## src/rtl/pal_line_fetch_ctrl.sv

```systemverilog
// Framebuffer row fetch and pixel serialiser for the PAL transmitter.
// One BRAM read per active line, then PIXELS bits shifted out at PIXEL_TICKS cycles each.
module pal_line_fetch_ctrl #(
  parameter int PIXELS       = 300,
  parameter int PIXEL_TICKS  = 27,
  parameter int ACTIVE_START = 1900,
  parameter int LINE_TICKS   = 10176,
  parameter int RD_LAT       = 1
) (
  input  logic              clk,
  input  logic              rst_n,
  input  logic              frame_en,
  input  logic              line_start,
  input  logic [9:0]        line_num,
  output logic              bram_rd_en,
  output logic [9:0]        bram_addr_rd,
  input  logic [PIXELS-1:0] bram_data_rd,
  output logic              pixel_valid,
  output logic              pixel_white,
  output logic              line_busy
);

  localparam int TICK_W = 14;
  localparam int PIX_W  = 9;
  localparam int SUB_W  = 5;

  if (ACTIVE_START <= RD_LAT + 2) begin : g_bad_active_start
    $error("ACTIVE_START must exceed RD_LAT+2");
  end
  if (ACTIVE_START + PIXELS * PIXEL_TICKS > LINE_TICKS) begin : g_bad_line_len
    $error("active video does not fit in LINE_TICKS");
  end

  typedef enum logic [2:0] {
    IDLE,
    FETCH,
    WAIT_ACTIVE,
    SHIFT,
    DONE
  } state_t;

  state_t              state_q, state_d;
  logic [TICK_W-1:0]   tick_q, tick_d;
  logic [SUB_W-1:0]    sub_q, sub_d;
  logic [PIX_W-1:0]    pix_q, pix_d;
  logic [PIXELS-1:0]   shreg_q, shreg_d;
  logic [9:0]          addr_q, addr_d;
  logic                rd_en_q, rd_en_d;
  logic                valid_q, valid_d;
  logic                white_q, white_d;

  logic                row_ok;
  logic [9:0]          row;

  // Interlaced mapping: field 1 fills even rows, field 2 fills odd rows.
  function automatic logic [10:0] map_row(input logic [9:0] ln);
    logic [9:0] r;
    logic       ok;
    r  = '0;
    ok = 1'b0;
    if (ln >= 10'd23 && ln <= 10'd310) begin
      ok = 1'b1;
      r  = (ln - 10'd23) << 1;
    end else if (ln >= 10'd336 && ln <= 10'd623) begin
      ok = 1'b1;
      r  = ((ln - 10'd336) << 1) | 10'd1;
    end
    return {ok, r};
  endfunction

  assign {row_ok, row} = map_row(line_num);

  always_comb begin
    state_d = state_q;
    tick_d  = (tick_q == TICK_W'(LINE_TICKS)) ? tick_q : tick_q + 1'b1;
    sub_d   = sub_q;
    pix_d   = pix_q;
    shreg_d = shreg_q;
    addr_d  = addr_q;
    rd_en_d = 1'b0;
    valid_d = 1'b0;
    white_d = 1'b0;

    if (line_start) begin
      tick_d = '0;
      sub_d  = '0;
      pix_d  = '0;
      if (frame_en && row_ok) begin
        addr_d  = row;
        rd_en_d = 1'b1;
        state_d = FETCH;
      end else begin
        state_d = IDLE;
      end
    end else begin
      case (state_q)
        FETCH: begin
          // sub_q doubles as the read-latency counter before pixels start
          if (sub_q == SUB_W'(RD_LAT)) begin
            shreg_d = bram_data_rd;
            sub_d   = '0;
            state_d = WAIT_ACTIVE;
          end else begin
            sub_d = sub_q + 1'b1;
          end
        end
        WAIT_ACTIVE: begin
          // tick_q lags the line cycle by one, so this fires to show pixel 0 at ACTIVE_START+1
          if (tick_q >= TICK_W'(ACTIVE_START - 1)) begin
            state_d = SHIFT;
            sub_d   = '0;
            pix_d   = '0;
            valid_d = 1'b1;
            white_d = shreg_q[0];
          end
        end
        SHIFT: begin
          valid_d = 1'b1;
          white_d = white_q;
          if (sub_q == SUB_W'(PIXEL_TICKS - 1)) begin
            sub_d = '0;
            if (pix_q == PIX_W'(PIXELS - 1)) begin
              state_d = DONE;
              valid_d = 1'b0;
              white_d = 1'b0;
            end else begin
              pix_d   = pix_q + 1'b1;
              shreg_d = shreg_q >> 1;
              white_d = shreg_q[1];
            end
          end else begin
            sub_d = sub_q + 1'b1;
          end
        end
        default: ;
      endcase
    end
  end

  always_ff @(posedge clk or negedge rst_n) begin
    if (!rst_n) begin
      state_q <= IDLE;
      tick_q  <= '0;
      sub_q   <= '0;
      pix_q   <= '0;
      shreg_q <= '0;
      addr_q  <= '0;
      rd_en_q <= 1'b0;
      valid_q <= 1'b0;
      white_q <= 1'b0;
    end else begin
      state_q <= state_d;
      tick_q  <= tick_d;
      sub_q   <= sub_d;
      pix_q   <= pix_d;
      shreg_q <= shreg_d;
      addr_q  <= addr_d;
      rd_en_q <= rd_en_d;
      valid_q <= valid_d;
      white_q <= white_d;
    end
  end

  assign bram_rd_en   = rd_en_q;
  assign bram_addr_rd = addr_q;
  assign pixel_valid  = valid_q;
  assign pixel_white  = white_q;
  assign line_busy    = (state_q == FETCH) || (state_q == WAIT_ACTIVE) || (state_q == SHIFT);

endmodule

```

## config.mk

```make
export PLATFORM = sky130hd
export DESIGN_NAME = pal_line_fetch_ctrl
export DESIGN_NICKNAME = d
export VERILOG_FILES = /design/src/rtl/pal_line_fetch_ctrl.sv
export SDC_FILE = /design/constraint.sdc
export NUM_CORES = 1
export LEC_CHECK = 0
export CORE_MARGIN = 10
export CORE_UTILIZATION = 52
export DETAILED_ROUTE_END_ITERATION = 6
export GPL_TIMING_DRIVEN = 0
export PLACE_DENSITY = 0.81
export SYNTH_ARGS = -nofsm -noshare
export SYNTH_HDL_FRONTEND = slang
export SYNTH_SLANG_ARGS = --single-unit
```

## constraint.sdc

```tcl
create_clock -name clk -period 3 [get_ports clk]
set_clock_uncertainty 0.15 [all_clocks]
set_input_delay 0.6 -clock clk [delete_from_list [all_inputs] [get_ports clk]]
set_output_delay 0.6 -clock clk [all_outputs]
set_load 0.05 [all_outputs]
```

==> run summary <==
CLOCKING
--------------------------------------------------------------------------------------------------------
Number of buffers added by the clock tree synthesis step ..................................           37
Later-pin clock latency in the skew report ................................................       510 ps
Clock tree from TritonCTS .................................................................          yes
CTS H-tree lvls ...........................................................................            2
Maximum buffer depth of the clock tree ....................................................            3
Post-CTS clock slew at the launch and capture registers of the worst setup and hold paths .        60 ps
Number of clock sinks .....................................................................          344
Buffer type at the clock tree root ........................................................ sky130_fd_sc_hd__clkbuf_16

FINISH
--------------------------------------------------------------------------------------------------------
Total Nets Final ..........................................................................         2619
Share of post-route cells with drive strength above 1 .....................................        6.08%
Fin util ..................................................................................        69.4%
Fin cells .................................................................................         2718
Synthesis-to-finish area growth ...........................................................        31.8%
Number of fillers in the final layout .....................................................         2374
Post-route cell area ......................................................................    21200 um2
Multi-input combinational cell area .......................................................     6800 um2
Sequential cell area in the final layout ..................................................     8610 um2

PLACEMENT
--------------------------------------------------------------------------------------------------------
Number of buffer cells added on primary ports .............................................          323
Worst setup slack after placement .........................................................      -274 ps
Standard cell area after detailed placement ...............................................    19900 um2
Placed wire-length estimate ...............................................................      33.5 mm
GPL Wtd Cong ..............................................................................        0.890
Inst Count DP .............................................................................         2647

TIMING
--------------------------------------------------------------------------------------------------------
Number of setup violations in the final report ............................................            0
Slew margin rel. ..........................................................................        41.9%
Total count of hold-check failures in the final report ....................................            0
Transition at the pin with the smallest max-transition slack ..............................       866 ps
Final cycle utilization of the critical path ..............................................        95.4%
Highest Clock Rate ........................................................................    0.349 GHz
Clock period minus final worst setup slack ................................................      2860 ps
Post-route setup slack ....................................................................       138 ps
Max-slew violations .......................................................................            0

CRITICAL PATH
--------------------------------------------------------------------------------------------------------
Kind of end point of the critical path ....................................................     register
Sort of element at the start of the critical path .........................................     register
Arrival time at the worst endpoint ........................................................      3100 ps
Crit path buffers/inverters ...............................................................            0
Critical path's top delay family .......................................................... compound AO/OA/AOI/OAI gates
Crit path max-delay cell type ............................................................. sky130_fd_sc_hd__a2111oi_1
Highest fanout seen on the critical path ..................................................            7
Largest stage delay, worst path ...........................................................       750 ps
Cell-by-cell trace of the critical path ................................................... ha_1, o21ai_0, a2111oi_1, nor3_1, a311oi_2, mux2_2
Required time of the worst setup path .....................................................      3240 ps
CP Class ..................................................................................      reg2reg

GLOBAL ROUTE
--------------------------------------------------------------------------------------------------------
GRT Residual Overflow .....................................................................            0
Total routing usage reported by global routing ............................................        23.2%
Global route hottest layer ................................................................         met2
Vias in the first global route ............................................................        14.9k
Routing usage on met1 .....................................................................        30.7%
Met3 capacity usage during global routing .................................................        4.86%
Wire length of the first global-routing pass ..............................................      74.7 mm
GR Layer Usage met2 .......................................................................        37.1%
Maximum number of pins on one net before global-route repair ..............................          107
Initial antenna violation count ...........................................................            3

PWR
--------------------------------------------------------------------------------------------------------
Power per cell area .......................................................................   909 nW/um2
Peak supply drop ..........................................................................     0.456 mV
Total leakage power .......................................................................      9.21 nW

YOSYS
--------------------------------------------------------------------------------------------------------
Proportion of register bits with asynchronous set or reset after synthesis ................         100%
Leading post-synthesis cells by instance count ............................................ 620 x sky130_fd_sc_hd__nand2_1, 344 x sky130_fd_sc_hd__dfrtp_1, 323 x sky130_fd_sc_hd__nor2_1
Most frequent cell after synthesis ........................................................ sky130_fd_sc_hd__nand2_1
Mean post-synth cell area .................................................................     8.35 um2
Sequential share of the synthesized area ..................................................        53.6%
Number of warnings printed during yosys synthesis .........................................            0
Number of library cell types mapped by synthesis ..........................................           59
Top cell type's share of synthesized area .................................................        53.6%
Leading area contributor after synthesis .................................................. sky130_fd_sc_hd__dfrtp_1
Cells after Synth .........................................................................         1925
Synth Register Bits .......................................................................          344
Post-synth EDFFs ..........................................................................            0
Cell types occupying the most area after synthesis ........................................ sky130_fd_sc_hd__dfrtp_1 54%, sky130_fd_sc_hd__nand2_1 14%, sky130_fd_sc_hd__a31oi_1 12%
Combined area of all synthesized cells ....................................................    16100 um2
Post-synthesis net count ..................................................................         2251
Synth Flop Type ........................................................................... sky130_fd_sc_hd__dfrtp_1

DIE
--------------------------------------------------------------------------------------------------------
Die extent in x ...........................................................................       196 um
Cell row count ............................................................................           64
Die Ht ....................................................................................       196 um
Total die area ............................................................................    38300 um2
Ports .....................................................................................          328
Core box area .............................................................................    30500 um2
Initial cell density of the core ..........................................................        52.7%

HOLD PATH
--------------------------------------------------------------------------------------------------------
Hold crit path type .......................................................................      reg2reg

FLOW RUN
--------------------------------------------------------------------------------------------------------
Maximum Capacitance Violations ............................................................            0

ROUTING
--------------------------------------------------------------------------------------------------------
Vias after detailed routing ...............................................................        15.1k
Number of remaining DRC errors ............................................................            0
Wire length after detailed routing ........................................................      46.5 mm
Iter 0 DRT Violations .....................................................................         1336
Number of detailed-routing iterations run before antenna repair ...........................            6
Vias/cell .................................................................................         5.55
Count of nets left with antenna violations after detail routing ...........................            0
Average routed wire per standard cell .....................................................      17.1 um

RUN STATUS
--------------------------------------------------------------------------------------------------------
Result of the run ......................................................................... complete, no violations

cells by family after synthesis:
group | count (synthesis) | share of synthesized area [%]
flip-flops | 344 | 53.6
adder cells (fa/ha/maj) | 12 | 0.935
buffers and inverters | 157 | 4.19
AND/OR/NAND/NOR | 1011 | 24.8
XOR/XNOR | 19 | 1.04
multiplexers | 8 | 0.553
AO/OA/AOI/OAI | 374 | 14.9
where the power goes:
| group | internal, mW | total (mW) | switching (mW) |
|---|---|---|---|
| Combinational | 2.73 | 6.82 | 4.10 |
| Clock | 2.58 | 4.40 | 1.81 |
| Sequential | 6.82 | 8.04 | 1.22 |
final cells by class:
type / instances / share of cell area, %
Timing Repair Buffer: 330 / 15.9
Antenna cell: 2 / 0.0236
Inverter: 15 / 0.266
Clock buffer: 58 / 5.32
Tap cell: 396 / 2.34
Buffer: 141 / 3.18
Multi-Input combinational cell: 1424 / 32.1
Clock inverter: 8 / 0.207
Sequential cell: 344 / 40.6
per-stage QoR:
stage	power (mW)	hold WS, ps	TNS (ps)
finish	19.3	334	0
global route	20.7	355	-236
CTS	19.2	338	0
detailed placement	14.8	325	-42860
global placement	14.4	318	-4675410
floorplan	12.6	154	0
cell usage in the layout, fill, tap and decap left out, types with 8 or more instances in the layout:
cell type	netlist	layout
sky130_fd_sc_hd__nand3_1	12	12
sky130_fd_sc_hd__clkbuf_16	0	39
sky130_fd_sc_hd__o21ai_0	18	18
sky130_fd_sc_hd__nor2_1	323	323
sky130_fd_sc_hd__clkdlybuf4s50_1	0	321
sky130_fd_sc_hd__xor2_1	11	11
sky130_fd_sc_hd__clkbuf_8	0	8
sky130_fd_sc_hd__nand2_1	620	620
sky130_fd_sc_hd__dfrtp_1	344	344
sky130_fd_sc_hd__xnor2_1	8	8
sky130_fd_sc_hd__o31ai_1	10	10
sky130_fd_sc_hd__clkbuf_1	77	83
sky130_fd_sc_hd__inv_1	14	14
sky130_fd_sc_hd__buf_2	64	46
sky130_fd_sc_hd__a31oi_1	303	303
sky130_fd_sc_hd__a21oi_1	11	11
sky130_fd_sc_hd__clkbuf_4	0	14
sky130_fd_sc_hd__ha_1	12	12
timing repair:
item / CTS / global route
hold endpoints to repair: 50 / 0
setup buffers: 0 / 3
setup endpoints to repair: 301 / 289
hold buffers: 1 / 0
gates resized for setup: 5 / 32
pin swaps: 0 / 1
path summary, 6_finish.rpt:
| check | end | cells after the start | startpoint | slack (ps) |
|---|---|---|---|---|
| worst min-delay path | bram_addr_rd[3]$_DFFE_PN0P_ | 1 | bram_addr_rd[3]$_DFFE_PN0P_ | 330 |
| worst min register to register | bram_addr_rd[3]$_DFFE_PN0P_ | 1 | bram_addr_rd[3]$_DFFE_PN0P_ | 330 |
| min in group asynchronous | bram_addr_rd[4]$_DFFE_PN0P_ | 2 | rst_n | 450 |
| worst max-delay path | state_q[2]$_DFFE_PN0P_ | 6 | tick_q[0]$_DFFE_PN0P_ | 140 |
| max in group asynchronous | shreg_q[255]$_DFFE_PN0P_ | 4 | rst_n | 1000 |
| worst max register to register | state_q[2]$_DFFE_PN0P_ | 6 | tick_q[0]$_DFFE_PN0P_ | 140 |
flip-flops by register name, indices dropped and copies added (netlist names):
name          cells
sub_q             5
bram_rd_en        1
state_q           3
shreg_q         300
tick_q           14
pixel_valid       1
pix_q             9
bram_addr_rd     10
pixel_white       1
routing by layer:
metal  wire [um]  vias up
met2       22000      535
met1       20000     7221
met5          13        -
li1            -     7259
met4        1260        2
met3        3270       81
(Power assumes the default switching activity.)
